$ cat config.mk
export PLATFORM = sky130hd
export DESIGN_NAME = press_counter_bank
export DESIGN_NICKNAME = d
export VERILOG_FILES = /design/src/rtl/press_counter_bank.sv
export SDC_FILE = /design/constraint.sdc
export NUM_CORES = 1
export LEC_CHECK = 0
export ABC_AREA = 1
export BUFFER_PORTS_ARGS = -buffer_cell sky130_fd_sc_hd__buf_2
export CORE_MARGIN = 2
export CORE_UTILIZATION = 50
export DETAILED_ROUTE_END_ITERATION = 16
export PLACE_DENSITY = 0.74
export SYNTH_ARGS = -nofsm -noshare
export SYNTH_HDL_FRONTEND = slang
export SYNTH_SLANG_ARGS = --single-unit
$ cat constraint.sdc
create_clock -name clk -period 3.2 [get_ports clk]
set_clock_uncertainty 0.15 [all_clocks]
set_input_delay 0.64 -clock clk [delete_from_list [all_inputs] [get_ports clk]]
set_output_delay 0.64 -clock clk [all_outputs]
set_load 0.01 [all_outputs]
$ cat src/rtl/press_counter_bank.sv
// press_counter_bank: NUM_CH independent push-button counters, each either
// hex or BCD, with a sticky wrap/saturate flag and a display selector that
// can be stepped by next_ch or auto-scrolled every SCROLL_CYC cycles.
// Optional feature macro: PRESS_COUNTER_BANK_SATURATE_EN -- when defined the
// counters hold at their limits instead of wrapping around.
module press_counter_bank #(
  parameter int                NUM_CH     = 4,
  parameter int                NUM_DIGITS = 4,
  parameter logic [NUM_CH-1:0] DEC_MASK   = 4'b0101,
  parameter int                SCROLL_CYC = 0
) (
  input  logic                                 clk,
  input  logic                                 reset,
  input  logic [NUM_CH-1:0]                    inc,
  input  logic [NUM_CH-1:0]                    dec,
  input  logic [NUM_CH-1:0]                    clr,
  input  logic                                 next_ch,
  output logic [NUM_CH*NUM_DIGITS*4-1:0]       count,
  output logic [NUM_CH-1:0]                    wrap_flag,
  output logic [((NUM_CH > 1) ? $clog2(NUM_CH) : 1)-1:0] disp_ch,
  output logic [NUM_DIGITS*4-1:0]              encoded,
  output logic [NUM_DIGITS-1:0]                digit_point
);

  localparam int W    = NUM_DIGITS * 4;
  localparam int CH_W = (NUM_CH > 1) ? $clog2(NUM_CH) : 1;
  localparam int DW   = (SCROLL_CYC > 1) ? $clog2(SCROLL_CYC) : 1;
  localparam bit SCROLL_EN = (SCROLL_CYC > 0);

  localparam logic [W-1:0]    ZERO_VAL   = {W{1'b0}};
  localparam logic [W-1:0]    ONE_VAL    = {{(W-1){1'b0}}, 1'b1};
  localparam logic [W-1:0]    HEX_MAX    = {W{1'b1}};
  localparam logic [W-1:0]    BCD_MAX    = {NUM_DIGITS{4'h9}};
  localparam logic [CH_W-1:0] LAST_CH    = CH_W'(NUM_CH - 1);
  localparam logic [CH_W-1:0] ONE_CH     = {{(CH_W-1){1'b0}}, 1'b1};
  localparam logic [DW-1:0]   DWELL_LAST = (SCROLL_CYC > 1) ? DW'(SCROLL_CYC - 1) : {DW{1'b0}};
  localparam logic [DW-1:0]   ONE_DW     = {{(DW-1){1'b0}}, 1'b1};

  // BCD ripple step: digits roll 9->0 going up, 0->9 going down, and the
  // carry/borrow continues only while a digit rolls over.
  function automatic logic [W-1:0] bcd_step(input logic [W-1:0] v, input logic up);
    logic [W-1:0] r;
    logic         ripple;
    r      = v;
    ripple = 1'b1;
    for (int d = 0; d < NUM_DIGITS; d++) begin
      if (ripple) begin
        if (up) begin
          if (v[d*4 +: 4] == 4'd9) begin
            r[d*4 +: 4] = 4'd0;
          end else begin
            r[d*4 +: 4] = v[d*4 +: 4] + 4'd1;
            ripple      = 1'b0;
          end
        end else begin
          if (v[d*4 +: 4] == 4'd0) begin
            r[d*4 +: 4] = 4'd9;
          end else begin
            r[d*4 +: 4] = v[d*4 +: 4] - 4'd1;
            ripple      = 1'b0;
          end
        end
      end else begin
        r[d*4 +: 4] = v[d*4 +: 4];
      end
    end
    return r;
  endfunction

  // One wrapping step up or down in the channel's number system.
  function automatic logic [W-1:0] step_val(input logic [W-1:0] v, input logic is_dec,
                                            input logic up);
    if (is_dec) begin
      return bcd_step(v, up);
    end else if (up) begin
      return v + ONE_VAL;
    end else begin
      return v - ONE_VAL;
    end
  endfunction

  logic [W-1:0]      count_r      [NUM_CH];
  logic [W-1:0]      next_count_s [NUM_CH];
  logic [NUM_CH-1:0] wrap_flag_r;
  logic [NUM_CH-1:0] next_wrap_s;
  logic [CH_W-1:0]   disp_ch_r;
  logic [CH_W-1:0]   next_disp_s;
  logic [DW-1:0]     dwell_r;
  logic [DW-1:0]     next_dwell_s;
  logic              advance_s;
  logic [W-1:0]          encoded_r;
  logic [NUM_DIGITS-1:0] digit_point_r;
  logic [NUM_DIGITS-1:0] next_dp_s;

  // Per-channel next count and sticky flag: clr wins, inc+dec cancel.
  always_comb begin
    for (int i = 0; i < NUM_CH; i++) begin
      next_count_s[i] = count_r[i];
      next_wrap_s[i]  = wrap_flag_r[i];
      if (clr[i]) begin
        next_count_s[i] = ZERO_VAL;
        next_wrap_s[i]  = 1'b0;
      end else if (inc[i] ^ dec[i]) begin
        if (inc[i] ? (count_r[i] == (DEC_MASK[i] ? BCD_MAX : HEX_MAX))
                   : (count_r[i] == ZERO_VAL)) begin
          next_wrap_s[i] = 1'b1;
`ifdef PRESS_COUNTER_BANK_SATURATE_EN
          next_count_s[i] = count_r[i];
`else
          next_count_s[i] = step_val(count_r[i], DEC_MASK[i], inc[i]);
`endif
        end else begin
          next_count_s[i] = step_val(count_r[i], DEC_MASK[i], inc[i]);
        end
      end else begin
        next_count_s[i] = count_r[i];
      end
    end
  end

  // Display selector: manual or dwell-timed advance; dwell restarts on any advance.
  always_comb begin
    advance_s    = next_ch | (SCROLL_EN & (dwell_r == DWELL_LAST));
    next_disp_s  = disp_ch_r;
    next_dwell_s = dwell_r;
    if (advance_s) begin
      next_disp_s  = (disp_ch_r == LAST_CH) ? {CH_W{1'b0}} : (disp_ch_r + ONE_CH);
      next_dwell_s = {DW{1'b0}};
    end else if (SCROLL_EN) begin
      next_dwell_s = dwell_r + ONE_DW;
    end else begin
      next_dwell_s = {DW{1'b0}};
    end
  end

  // Decimal points: wrap flag on digit 0, BCD marker on the top digit.
  always_comb begin
    next_dp_s               = {NUM_DIGITS{1'b0}};
    next_dp_s[0]            = wrap_flag_r[disp_ch_r];
    next_dp_s[NUM_DIGITS-1] = next_dp_s[NUM_DIGITS-1] | DEC_MASK[disp_ch_r];
  end

  // Counter and flag registers.
  always_ff @(posedge clk or posedge reset) begin
    if (reset) begin
      for (int i = 0; i < NUM_CH; i++) begin
        count_r[i] <= ZERO_VAL;
      end
      wrap_flag_r <= {NUM_CH{1'b0}};
    end else begin
      for (int i = 0; i < NUM_CH; i++) begin
        count_r[i] <= next_count_s[i];
      end
      wrap_flag_r <= next_wrap_s;
    end
  end

  // Display selector and dwell timer registers.
  always_ff @(posedge clk or posedge reset) begin
    if (reset) begin
      disp_ch_r <= {CH_W{1'b0}};
      dwell_r   <= {DW{1'b0}};
    end else begin
      disp_ch_r <= next_disp_s;
      dwell_r   <= next_dwell_s;
    end
  end

  // Display output registers, one cycle behind the counters.
  always_ff @(posedge clk or posedge reset) begin
    if (reset) begin
      encoded_r     <= ZERO_VAL;
      digit_point_r <= {NUM_DIGITS{1'b0}};
    end else begin
      encoded_r     <= count_r[disp_ch_r];
      digit_point_r <= next_dp_s;
    end
  end

  for (genvar g = 0; g < NUM_CH; g++) begin : g_count_out
    assign count[g*W +: W] = count_r[g];
  end

  assign wrap_flag   = wrap_flag_r;
  assign disp_ch     = disp_ch_r;
  assign encoded     = encoded_r;
  assign digit_point = digit_point_r;

endmodule

**Word level (Yosys, flattened, before mapping)**

Index checks and enable logic that the tools add are counted.

- Register bits after elaboration: 88
- Input port bits: 15
- Output and inout port bits: 90
- Logic and storage cells: 234

- Add/sub/neg operators: 21
- Order comparisons: 2
- Eq/ne operators: 19
- Muxes and demuxes: 134
- Bitwise logic cells: 5
- Reduce and logical (&&, ||, !) cells: 36

Operator list:

| operator | count |
|---|---|
| $mux W16 | 14 |
| $mux W4 | 36 |
| $mux W1 | 80 |
| $eq A16 B16 Y1 const B | 4 |
| $logic_not A16 Y1 | 4 |
| $add A16 B1 Y16 const B | 2 |
| $add A4 B1 Y4 const B | 8 |
| $bmux W16 S2 | 1 |
| $eq A4 B4 Y1 const B | 8 |
| $logic_not A4 Y1 | 8 |
| $sub A16 B1 Y16 const B | 2 |
| $sub A4 B1 Y4 const B | 8 |
| $ne A3 B2 Y1 const B | 6 |
| $reduce_and A3 Y1 | 6 |
| $reduce_bool A3 Y1 | 6 |
| $reduce_bool A2 Y1 | 8 |
| $reduce_and A2 Y1 | 4 |
| $bmux W1 S2 | 2 |
| $xor A1 B1 Y1 | 4 |
| $ge A3 B3 Y1 const B | 1 |
| $lt A2 B3 Y1 const B | 1 |
| $not A2 Y3 | 1 |
| $add A2 B1 Y2 const B | 1 |
| $eq A2 B2 Y1 const B | 1 |
| $mux W2 | 1 |

**Logic depth before layout (Yosys ltp)**

Gate-level depths: netlist of run 1.

- Word-level depth: 18
- Depth in mapped cells: 11
- Mapped depth without buffers: 11

**Least setup slack after synthesis of run 1**

OpenSTA, ideal clock, no wires.

- Kind: input -> register
- From: input inc[1]
- To: register count_r (netlist bit count[20])
- Setup time: 0.126 ns
- Arrival time: 2.040 ns
- Data required time: 2.924 ns
- Path slack: 0.884 ns
- Stages on the path: 7
- Path buffers: 0
- Path through: inv_1 > ha_1 > or2_2 > and2_1 > o21ai_0 > a21o_1 > o21ai_0

- Longest elaborated chain between the ends: 3
- Elaborated cells between the ends (all ways): 5
- Those cells by class: mux: 3; bitwise: 1; reduce/logical: 1

Ends and longest elaborated chain:

| what | RTL line | RTL |
|---|---|---|
| from (decl) | 14 | `input logic [NUM_CH-1:0] inc,` |
| $mux W16 | 75 | `end else if (up) begin` |
| $mux W16 | 103 | `end else if (inc[i] ^ dec[i]) begin` |
| $mux W16 | 100 | `if (clr[i]) begin` |
| to (signal, indexed assignment) | 152 | `count_r[i] <= next_count_s[i];` |
| to (decl) | 82 | `logic [W-1:0] count_r [NUM_CH];` |

Parallel ways exist; a longest one is shown, timed or not. The select of a mux whose other input is x is not followed.
A chain may end at the register's enable or synchronous reset.

**Worst setup path in the final report of run 1**

- From: input inc[3]
- To: register count_r (netlist bit count[52])

The elaborated chain is that of the path after synthesis.

==> results of run 1 <==
## path summary, 6_finish.rpt
kind / startpoint / end / slack (ps) / cells past startpoint
worst max-delay path: inc[3] / count[52] / 840 / 8
worst min-delay path: reset / encoded[3] / 80 / 2
worst max register to register: disp_ch[1] / encoded[7] / 1210 / 4
worst min register to register: count[47] / count[47] / 390 / 2
max in group asynchronous: reset / count[56] / 2120 / 3
min in group clk: count[47] / count[47] / 390 / 2
## per-layer routing
| layer | vias up | GRT usage (%) | part of all wire (%) |
|---|---|---|---|
| met4 | 0 | 9.70 | 2.5 |
| met3 | 44 | 4.73 | 7.3 |
| met1 | 3368 | 39.0 | 45 |
| li1 | 3654 | - | - |
| met2 | 302 | 44.1 | 45 |
| met5 | - | 0 | 0 |
## sequential cells by signal, summed over array words and instances (netlist names)
name / count
count: 64
encoded: 16
wrap_flag: 4
digit_point: 2
disp_ch: 2
## cells by family after synthesis
logic type,share of synthesized area (%)
and+or+nand+nor,35.6
AOI/OAI and AO/OA,15.0
buffers and inverters,10.3
DFF,31.8
adders and majority gates,6.19
xor gates and xnor gates,1.01
other,0.0542
## placed cells by master, fill, tap and decap left out, types with 19 or more instances in the layout
cell type and n:
a21oi_1 62, buf_2 102, dfrtp_1 88, ha_1 31
inv_1 139, nand2_1 327, nand3_1 76, nor2_1 93
nor3_1 19, o21ai_0 88
## layout make-up
type                    instances  share of cell area (%)
multi-input cells             802                    50.7
clock inverters                 5                    1.09
clock buffers                  11                    3.20
flip-flops and latches         88                    27.9
repair buffers                107                    7.09
well taps                     176                    2.79
inverters                     150                    7.31
## critical path, stage by stage
cell and delay, ps:
buf_2 140, inv_1 420, ha_1 360, or2_2 310, and2_1 210, o21ai_0 210
a21o_1 110, o21ai_1 50
## power groups by stage
stage                     combinational [mW]  clock [mW]  sequential [mW]
after floorplan                         1.40           0             1.68
after global placement                  2.05           0             1.69
after detailed placement                2.08           0             1.69
after CTS                               2.09        1.23             1.68
after global routing                    2.39        1.27             1.71
final                                   2.12        1.21             1.69
## stage by stage
step / worst slack (ps) / util, %
6_report: 841 / 59.0
5_1_grt: 692 / 59.0
4_1_cts: 846 / 59.0
3_5_place_dp: 543 / 56.5
3_3_place_gp: 575 / 56.5
2_1_floorplan: 131 / -
==> results.toml, run 1 <==
[outcome]
outcome = "finished clean"

[yosys]
synth.distinct_cells = 43
synth_top_area_share_pct = 31.8
synth_largest_area_cell = "dfrtp_1"
synthCells = 1065
synthTopCellsByArea = "dfrtp_1 (32%), nand2_1 (18%), inv_1 (7.6%)"
yosys_warnings = 0
syn_area_sq_um = 6920
synth_edf_count = 0
ys_ff_latch = 88
avgSynthCellArea_sq_um = 6.50
yosysMostFrequentCell = "nand2_1"
synth_common_cells = "nand2_1 (327), inv_1 (140), nor2_1 (93)"
async_flop_share_pct = 100
synth-seq-area-share_pct = 31.8
ys.flop_type = "dfrtp_1"

[placed_design]
place_area_sq_um = 7560
hpwl_um = 15000
routabilityCongestion = 0.904
portBuffers = 102
numPlacedInstances = 1323

[final_layout]
multi_input_area_sq_um = 4000
design_area_sq_um = 7900
finalNonFillerCells = 1339
antenna_cells = 0
final.fill_count = 1304
synthToLayoutAreaGrowth_pct = 14.3
drive_gt1_share_pct = 14.2
nets = 1206
ff_latch_area_sq_um = 2200

[clock_network]
clk_path_buf_depth = 2
postCtsHoldBufs = 0
clock-root-buffer = "clkbuf_16"
post_cts_resize_count = 0
cts_sinks = 88
tritoncts = "done"
htreeDepth = 3
cts_inserted_buffers = 9
clk_latency_ps = 360
clkTransAtPathRegs_ps = 70
post_cts_buffers = 0

[grt]
antenna_found_initial = 0
overflow = 0
grt_pass1_vias = 6474
grt_max_degree = 72
grt_use_total_pct = 28.0
grt_first_pass_wirelength_um = 32500

[timing]
rsz0062_at_grt = "no"
hold_viol = 0
hold_slack_ps = 85.0
slew-limit-headroom_pct = 42.0
clock.fmax_ghz = 0.424
worstMarginPinSlew_ps = 870
setup_viol = 0
layout_worst_path_cycle_share_pct = 73.7
slew_viol_final = 0
fin_setup_tns_ps = 0
min_period_ps = 2360

[power]
cell_internal_pwr_mw = 2.83
ir_worst_vdd_mv = 0.391
p_comb_share_pct = 42.2
switching_share_pct = 43.6
p_per_area_nw_per_um2 = 635
p_clk_share_pct = 24.2
power_switching_mw = 2.19
p_total_mw = 5.02
seq_power_share_pct = 33.6
power.leakage_nw = 4.37

[drt]
drtIter0Drc = 676
vias_per_cell = 5.50
antenna_left = 0
wirelength_um = 20100
drt-pass1-iter-count = 5
drc = 0
detail_route.wl_per_cell_um = 15.0
vias = 7368

[floorplanning]
coreArea_sq_um = 13400
die_area_sq_um = 14800
pin_count = 105
dieWidth_um = 122
rows = 42
initial_core_util_pct = 51.6
die_h_um = 122

[critical_path]
critPathMaxFanout = 15
cp-start-kind = "input pin"
worstPathArrival_ps = 2450
cp-end-kind = "register"
critPathRequiredTime_ps = 3290
path_class = "in2reg"

[worst_hold_path]
hp-class = "in2async"

[job]
max_cap_violations = 0
(Power assumes the default switching activity.)
==> run 2, diff against run 1 <==
--- a/config.mk
+++ b/config.mk
@@ -5,12 +5,12 @@
 export SDC_FILE = /design/constraint.sdc
 export NUM_CORES = 1
 export LEC_CHECK = 0
-export ABC_AREA = 1
+export ABC_AREA = 0
 export BUFFER_PORTS_ARGS = -buffer_cell sky130_fd_sc_hd__buf_2
 export CORE_MARGIN = 2
 export CORE_UTILIZATION = 50
 export DETAILED_ROUTE_END_ITERATION = 16
-export PLACE_DENSITY = 0.74
+export PLACE_DENSITY = 0.75
 export SYNTH_ARGS = -nofsm -noshare
 export SYNTH_HDL_FRONTEND = slang
 export SYNTH_SLANG_ARGS = --single-unit
==> constraint.sdc (replaced) <==
create_clock -name clk -period 2.03 [get_ports clk]
set_clock_uncertainty 0.15 [all_clocks]
set_input_delay 0.406 -clock clk [delete_from_list [all_inputs] [get_ports clk]]
set_output_delay 0.406 -clock clk [all_outputs]
set_load 0.01 [all_outputs]
==> run 2 against run 1 <==
Die area decreased by 5.7%. Largest power group unchanged. Sequential cell count is the same. Register-to-register slack got worse by 1600 ps. Highest routed layer unchanged. The run now ends with setup timing left. Final cell count down 8.9%. Critical path depth shrank 1.
==> results.toml, run 2 <==
[outcome]
outcome = "finished, violations left"
violations = "setup timing"

[timing]
min_period_ps = 2370
hold_viol = 0
fin_setup_tns_ps = -4000
rsz0062_at_grt = "yes"
clock.fmax_ghz = 0.421
layout_worst_path_cycle_share_pct = 117
slew_viol_final = 0
hold_slack_ps = 19.0
fin_ws_ps = -343
setup_viol = 19

[grt]
grt_max_degree = 89
grt_use_total_pct = 33.2
antenna_found_initial = 0
grt_pass1_vias = 7201
overflow = 0
grt_first_pass_wirelength_um = 36700

[drt]
drc = 0
vias = 7486
vias_per_cell = 6.14
drt-pass1-iter-count = 5
drtIter0Drc = 693
detail_route.wl_per_cell_um = 19.6
wirelength_um = 24000
antenna_left = 0

[yosys]
synth_common_cells = "dfrtp_1 (88), nor2_1 (79), nand2_1 (62)"
synth_top_area_share_pct = 33.8
ys.flop_type = "dfrtp_1"
yosys_warnings = 0
synthTopCellsByArea = "dfrtp_1 (34%), ha_1 (6.0%), mux4_2 (5.9%)"
synth_edf_count = 0
yosysMostFrequentCell = "dfrtp_1"
synth.distinct_cells = 62
async_flop_share_pct = 100
ys_ff_latch = 88
synthCells = 767
synth_largest_area_cell = "dfrtp_1"
avgSynthCellArea_sq_um = 8.49
synth-seq-area-share_pct = 33.8
syn_area_sq_um = 6510

[floorplanning]
dieWidth_um = 118
die_h_um = 118
initial_core_util_pct = 51.4
rows = 41
die_area_sq_um = 14000
coreArea_sq_um = 12700
pin_count = 105

[critical_path]
cp-start-kind = "register"
slowest_stage = "dfrtp_1"
cp-end-kind = "register"
path_cells = "ha_4, a211oi_4, o211ai_1, nand4_1, a21o_1, a211oi_2, mux2_4"
max_stage_delay_ps = 420
worstPathArrival_ps = 2470
path_class = "reg2reg"
cp.buffers_inverters = 0
critPathRequiredTime_ps = 2130
rrSetupSlack_ps = -340
crit_family = "compound AO/OA/AOI/OAI gates"
critPathMaxFanout = 3

[final_layout]
finalNonFillerCells = 1220
synthToLayoutAreaGrowth_pct = 49.1
nets = 1091
largest_register_ffs = 64
postLayoutCoreUtil_pct = 76.6
final.fill_count = 879
drive_gt1_share_pct = 42.8
final_cell_mix = "buf_4 (204), buf_2 (100), dfrtp_1 (86), nor2_1 (74), nand2_1 (60)"
final_common_cell = "buf_4"
antenna_cells = 0

[placed_design]
numPlacedInstances = 1169
hpwl_um = 16500
place_ws_ps = -910
portBuffers = 102
routabilityCongestion = 0.975

[worst_hold_path]
hp-class = "in2async"

[clock_network]
cts_sinks = 88
cts_inserted_buffers = 9
clk_latency_ps = 370
tritoncts = "done"
htreeDepth = 3
clock-root-buffer = "clkbuf_16"
clk_path_buf_depth = 2
clkTransAtPathRegs_ps = 60

[power]
power_switching_mw = 2.99
p_per_area_nw_per_um2 = 809
switching_share_pct = 38.1
ir_worst_vdd_mv = 0.746
p_clk_share_pct = 21.7
p_comb_share_pct = 49.7
seq_power_share_pct = 28.7
power.leakage_nw = 4.55
cell_internal_pwr_mw = 4.86

[job]
max_cap_violations = 0
run 2: cell count changes after synthesis, moves of 14 or more:
cell | before | now
nor4_1 | 1 | 18
nor3_1 | 19 | 33
o22ai_1 | 15 | 1
clkbuf_1 | 8 | 45
a211oi_1 | 1 | 20
o21ai_0 | 88 | 56
inv_1 | 140 | 16
nor2_1 | 93 | 79
xnor2_1 | 3 | 20
nand2_1 | 327 | 62
and3_1 | 0 | 18
nand3_1 | 76 | 18
mux4_2 | 0 | 17
run 2: power by group through the flow:
stage	clock [mW]	combinational (mW)	sequential (mW)
2_1_floorplan	0	1.70	2.39
3_3_place_gp	0	3.19	2.24
3_5_place_dp	0	3.28	2.25
4_1_cts	1.72	3.55	2.23
5_1_grt	1.81	4.18	2.27
6_report	1.70	3.90	2.25
run 2: kinds of logic after synthesis:
family | after synthesis | synth area share, %
adder cells (fa/ha/maj) | 33 | 6.57
XOR/XNOR | 37 | 4.98
AO/OA/AOI/OAI | 212 | 20.5
AND/OR/NAND/NOR | 303 | 23.4
multiplexers | 19 | 6.21
buffers and inverters | 74 | 4.46
flip-flops | 88 | 33.8
other | 1 | 0.0576
run 2: path summary, 6_finish.rpt:
kind | startpoint | cells after the start | to
setup / recovery | count[17] | 7 | count[31]
hold / removal | reset | 3 | count[5]
setup reg to reg | count[17] | 7 | count[31]
hold reg to reg | wrap_flag[3] | 2 | wrap_flag[3]
max in group asynchronous | reset | 3 | count[49]
min in group clk | next_ch | 2 | disp_ch[1]
run 2: cell type report:
type                            count  area (sq um)  share of cell area, %
Multi-Input combinational cell    606          4660                   48.0
Timing Repair Buffer              322          2260                   23.3
Sequential cell                    88          2200                   22.7
Clock buffer                        9           225                   2.32
Tap cell                          172           215                   2.22
Clock inverter                      7          71.3                  0.735
Inverter                           16          71.3                  0.735
run 2: timing repair:
item / CTS / global route
endpoints found under the setup margin: 24 / 36
pin swaps: 40 / 48
hold buffers: 0 / 0
buffers inserted: 19 / 16
gates resized for setup: 62 / 52
run 2: layer usage:
| layer | part of all wire (%) | global-route usage, % | wire length (um) | vias to the layer above |
|---|---|---|---|---|
| li1 | - | - | - | 3402 |
| met1 | 39 | 41.9 | 9280 | 3603 |
| met2 | 50 | 55.3 | 11900 | 413 |
| met3 | 8.6 | 8.58 | 2070 | 68 |
| met4 | 3.0 | 11.2 | 719 | 0 |
| met5 | 0 | 0 | 0 | - |
run 2: tightest hold or removal path, stage by stage:
cell,delay (ps)
buf_2,110
clkinvlp_4,70
buf_12,380
run 2: stage by stage:
stage,instance area (sq um),total power [mW]
2_1_floorplan,6770,4.09
3_3_place_gp,8580,5.43
3_5_place_dp,8580,5.53
4_1_cts,9310,7.49
5_1_grt,9710,8.26
6_report,9710,7.85
==> run 3, diff against run 2 <==
--- a/config.mk
+++ b/config.mk
@@ -9,8 +9,10 @@
 export BUFFER_PORTS_ARGS = -buffer_cell sky130_fd_sc_hd__buf_2
 export CORE_MARGIN = 2
 export CORE_UTILIZATION = 50
+export CTS_BUF_LIST = sky130_fd_sc_hd__clkbuf_8
 export DETAILED_ROUTE_END_ITERATION = 16
 export PLACE_DENSITY = 0.75
+export SLEW_MARGIN = 20
 export SYNTH_ARGS = -nofsm -noshare
 export SYNTH_HDL_FRONTEND = slang
 export SYNTH_SLANG_ARGS = --single-unit
==> run 3 against run 2 <==
The run ends with hold timing, setup timing left. Sequential power about the same. Total power is 6.6% lower. Critical path depth grew 1. Non-clock buffer count fell by 3. Sequential cell count unchanged. Die area unchanged. Via count fell by 0.49%. Critical path type unchanged. Final area shrank 1.6%. Clock power shrank 26%. Hold slack lost 51 ps. Wire length fell by 1.3%. Sequential share of layout area increased by 0.37 points.
==> results.toml, run 3 (synthesis gave the netlist of run 2 again) <==
[final_layout]
synthToLayoutAreaGrowth_pct = 46.7
drive_gt1_share_pct = 42.7
final_cell_mix = "buf_4 (205), buf_2 (101), dfrtp_1 (86), nor2_1 (74), nand2_1 (60)"
finalNonFillerCells = 1217
largest_register_ffs = 64
antenna_cells = 0
final.fill_count = 914
nets = 1088
final_common_cell = "buf_4"

[drt]
drc = 0
detail_route.wl_per_cell_um = 19.4
wirelength_um = 23600
antenna_left = 0
vias = 7449
drt-pass1-iter-count = 5
drtIter0Drc = 660
vias_per_cell = 6.12

[critical_path]
reg2regPathDepth = 8
cp-end-kind = "register"
reg2reg_to = "count[31]"
critPathMaxFanout = 3
critPathRequiredTime_ps = 2160
cp-start-kind = "register"
timing.rr.start = "count[24]"
crit_path_start = "count[24]"
critPathCapture = "count[31]"
path_class = "reg2reg"
worstPathArrival_ps = 2520
rrSetupSlack_ps = -360

[floorplanning]
initial_core_util_pct = 51.4
die_h_um = 118
rows = 41
coreArea_sq_um = 12700
pin_count = 105
die_area_sq_um = 14000
dieWidth_um = 118

[grt]
overflow = 0
antenna_found_initial = 0
grt_first_pass_wirelength_um = 36300
grt_use_total_pct = 32.7
grt_pass1_vias = 7252
grt_max_degree = 89

[timing]
hold_viol = 12
fin_ws_ps = -358
hold_slack_ps = -32.4
clock.fmax_ghz = 0.419
fin_setup_tns_ps = -3080
setup_viol = 19
slew_viol_final = 0
layout_worst_path_cycle_share_pct = 118
min_period_ps = 2390
rsz0062_at_grt = "yes"

[power]
ir_worst_vdd_mv = 0.509
p_per_area_nw_per_um2 = 768
power.leakage_nw = 4.47
p_total_mw = 7.33

[clock_network]
postCtsHoldBufs = 0
cts_inserted_buffers = 9
cts_sinks = 88
clkTransAtPathRegs_ps = 90
clock-root-buffer = "clkbuf_8"
htreeDepth = 3
tritoncts = "done"
clk_latency_ps = 400
clk_path_buf_depth = 2

[worst_hold_path]
hp-class = "in2async"

[outcome]
violations = "hold timing, setup timing"
outcome = "finished, violations left"

[placed_design]
hpwl_um = 16500
portBuffers = 102
numPlacedInstances = 1169
place_ws_ps = -910
routabilityCongestion = 0.975

[job]
max_cap_violations = 0
==> run 3: cell count changes in the layout (fill, tap and decap cells not counted), moves of 2 or more <==
cell,delta
clkbuf_16,-9
clkbuf_8,+9
buf_6,-5
o21ai_1,+4
o21ai_0,-2
o21ai_2,-2
==> run 3: how the worst min path moves through the flow <==
stage	from	end	slack [ps]
after floorplan	next_ch	disp_ch[1]	350
after global placement	wrap_flag[3]	wrap_flag[3]	350
after detailed placement	wrap_flag[3]	wrap_flag[3]	410
after CTS	reset	count[5]	1
after global routing	reset	count[15]	30
final	reset	count[5]	-30
==> run 3: per-layer routing <==
| metal | part of all wire (%) | GRT usage [%] | wire length, um | up-vias |
|---|---|---|---|---|
| met2 | 49 | 54.6 | 11700 | 375 |
| met4 | 3.2 | 14.0 | 747 | 0 |
| met5 | 0 | 0 | 0 | - |
| met3 | 7.8 | 6.49 | 1850 | 60 |
| li1 | - | - | - | 3391 |
| met1 | 40 | 41.4 | 9360 | 3623 |
==> run 3: cell type report <==
class	count	area (sq um)	area share, %
Clock buffer	9	124	1.30
Clock inverter	7	71.3	0.747
Inverter	16	71.3	0.747
Multi-Input combinational cell	606	4650	48.7
Sequential cell	88	2200	23.1
Tap cell	172	215	2.25
Timing Repair Buffer	319	2220	23.2
==> run 3: through the flow <==
stage / cell area (sq um) / utilization, % / hold slack (ps)
CTS: 9210 / 72.7 / 1.11
global placement: 8580 / 67.7 / 347
global route: 9550 / 75.4 / 26.6
finish: 9550 / 75.4 / -32.4
floorplan: 6770 / - / 352
detailed placement: 8580 / 67.7 / 406
==> run 3: report_power, final <==
group          switching, mW  total (mW)  internal [mW]
Sequential             0.236        2.24           2.01
Clock                  0.697        1.26          0.568
Combinational           1.97        3.83           1.86
Total                   2.90        7.33           4.43
==> run 3: what timing repair did <==
item	CTS	global route
gates resized for setup	59	52
buffers inserted	19	17
endpoints found under the setup margin	23	35
pin swaps	37	43
==> run 3: worst max-delay path, stage by stage, from the launching register on <==
cell and delay, ps:
dfrtp_1 430, ha_4 300, a21o_1 140, a21o_1 180, a41oi_2 170, buf_4 190, a21o_1 160, a211oi_2 250
mux2_4 320
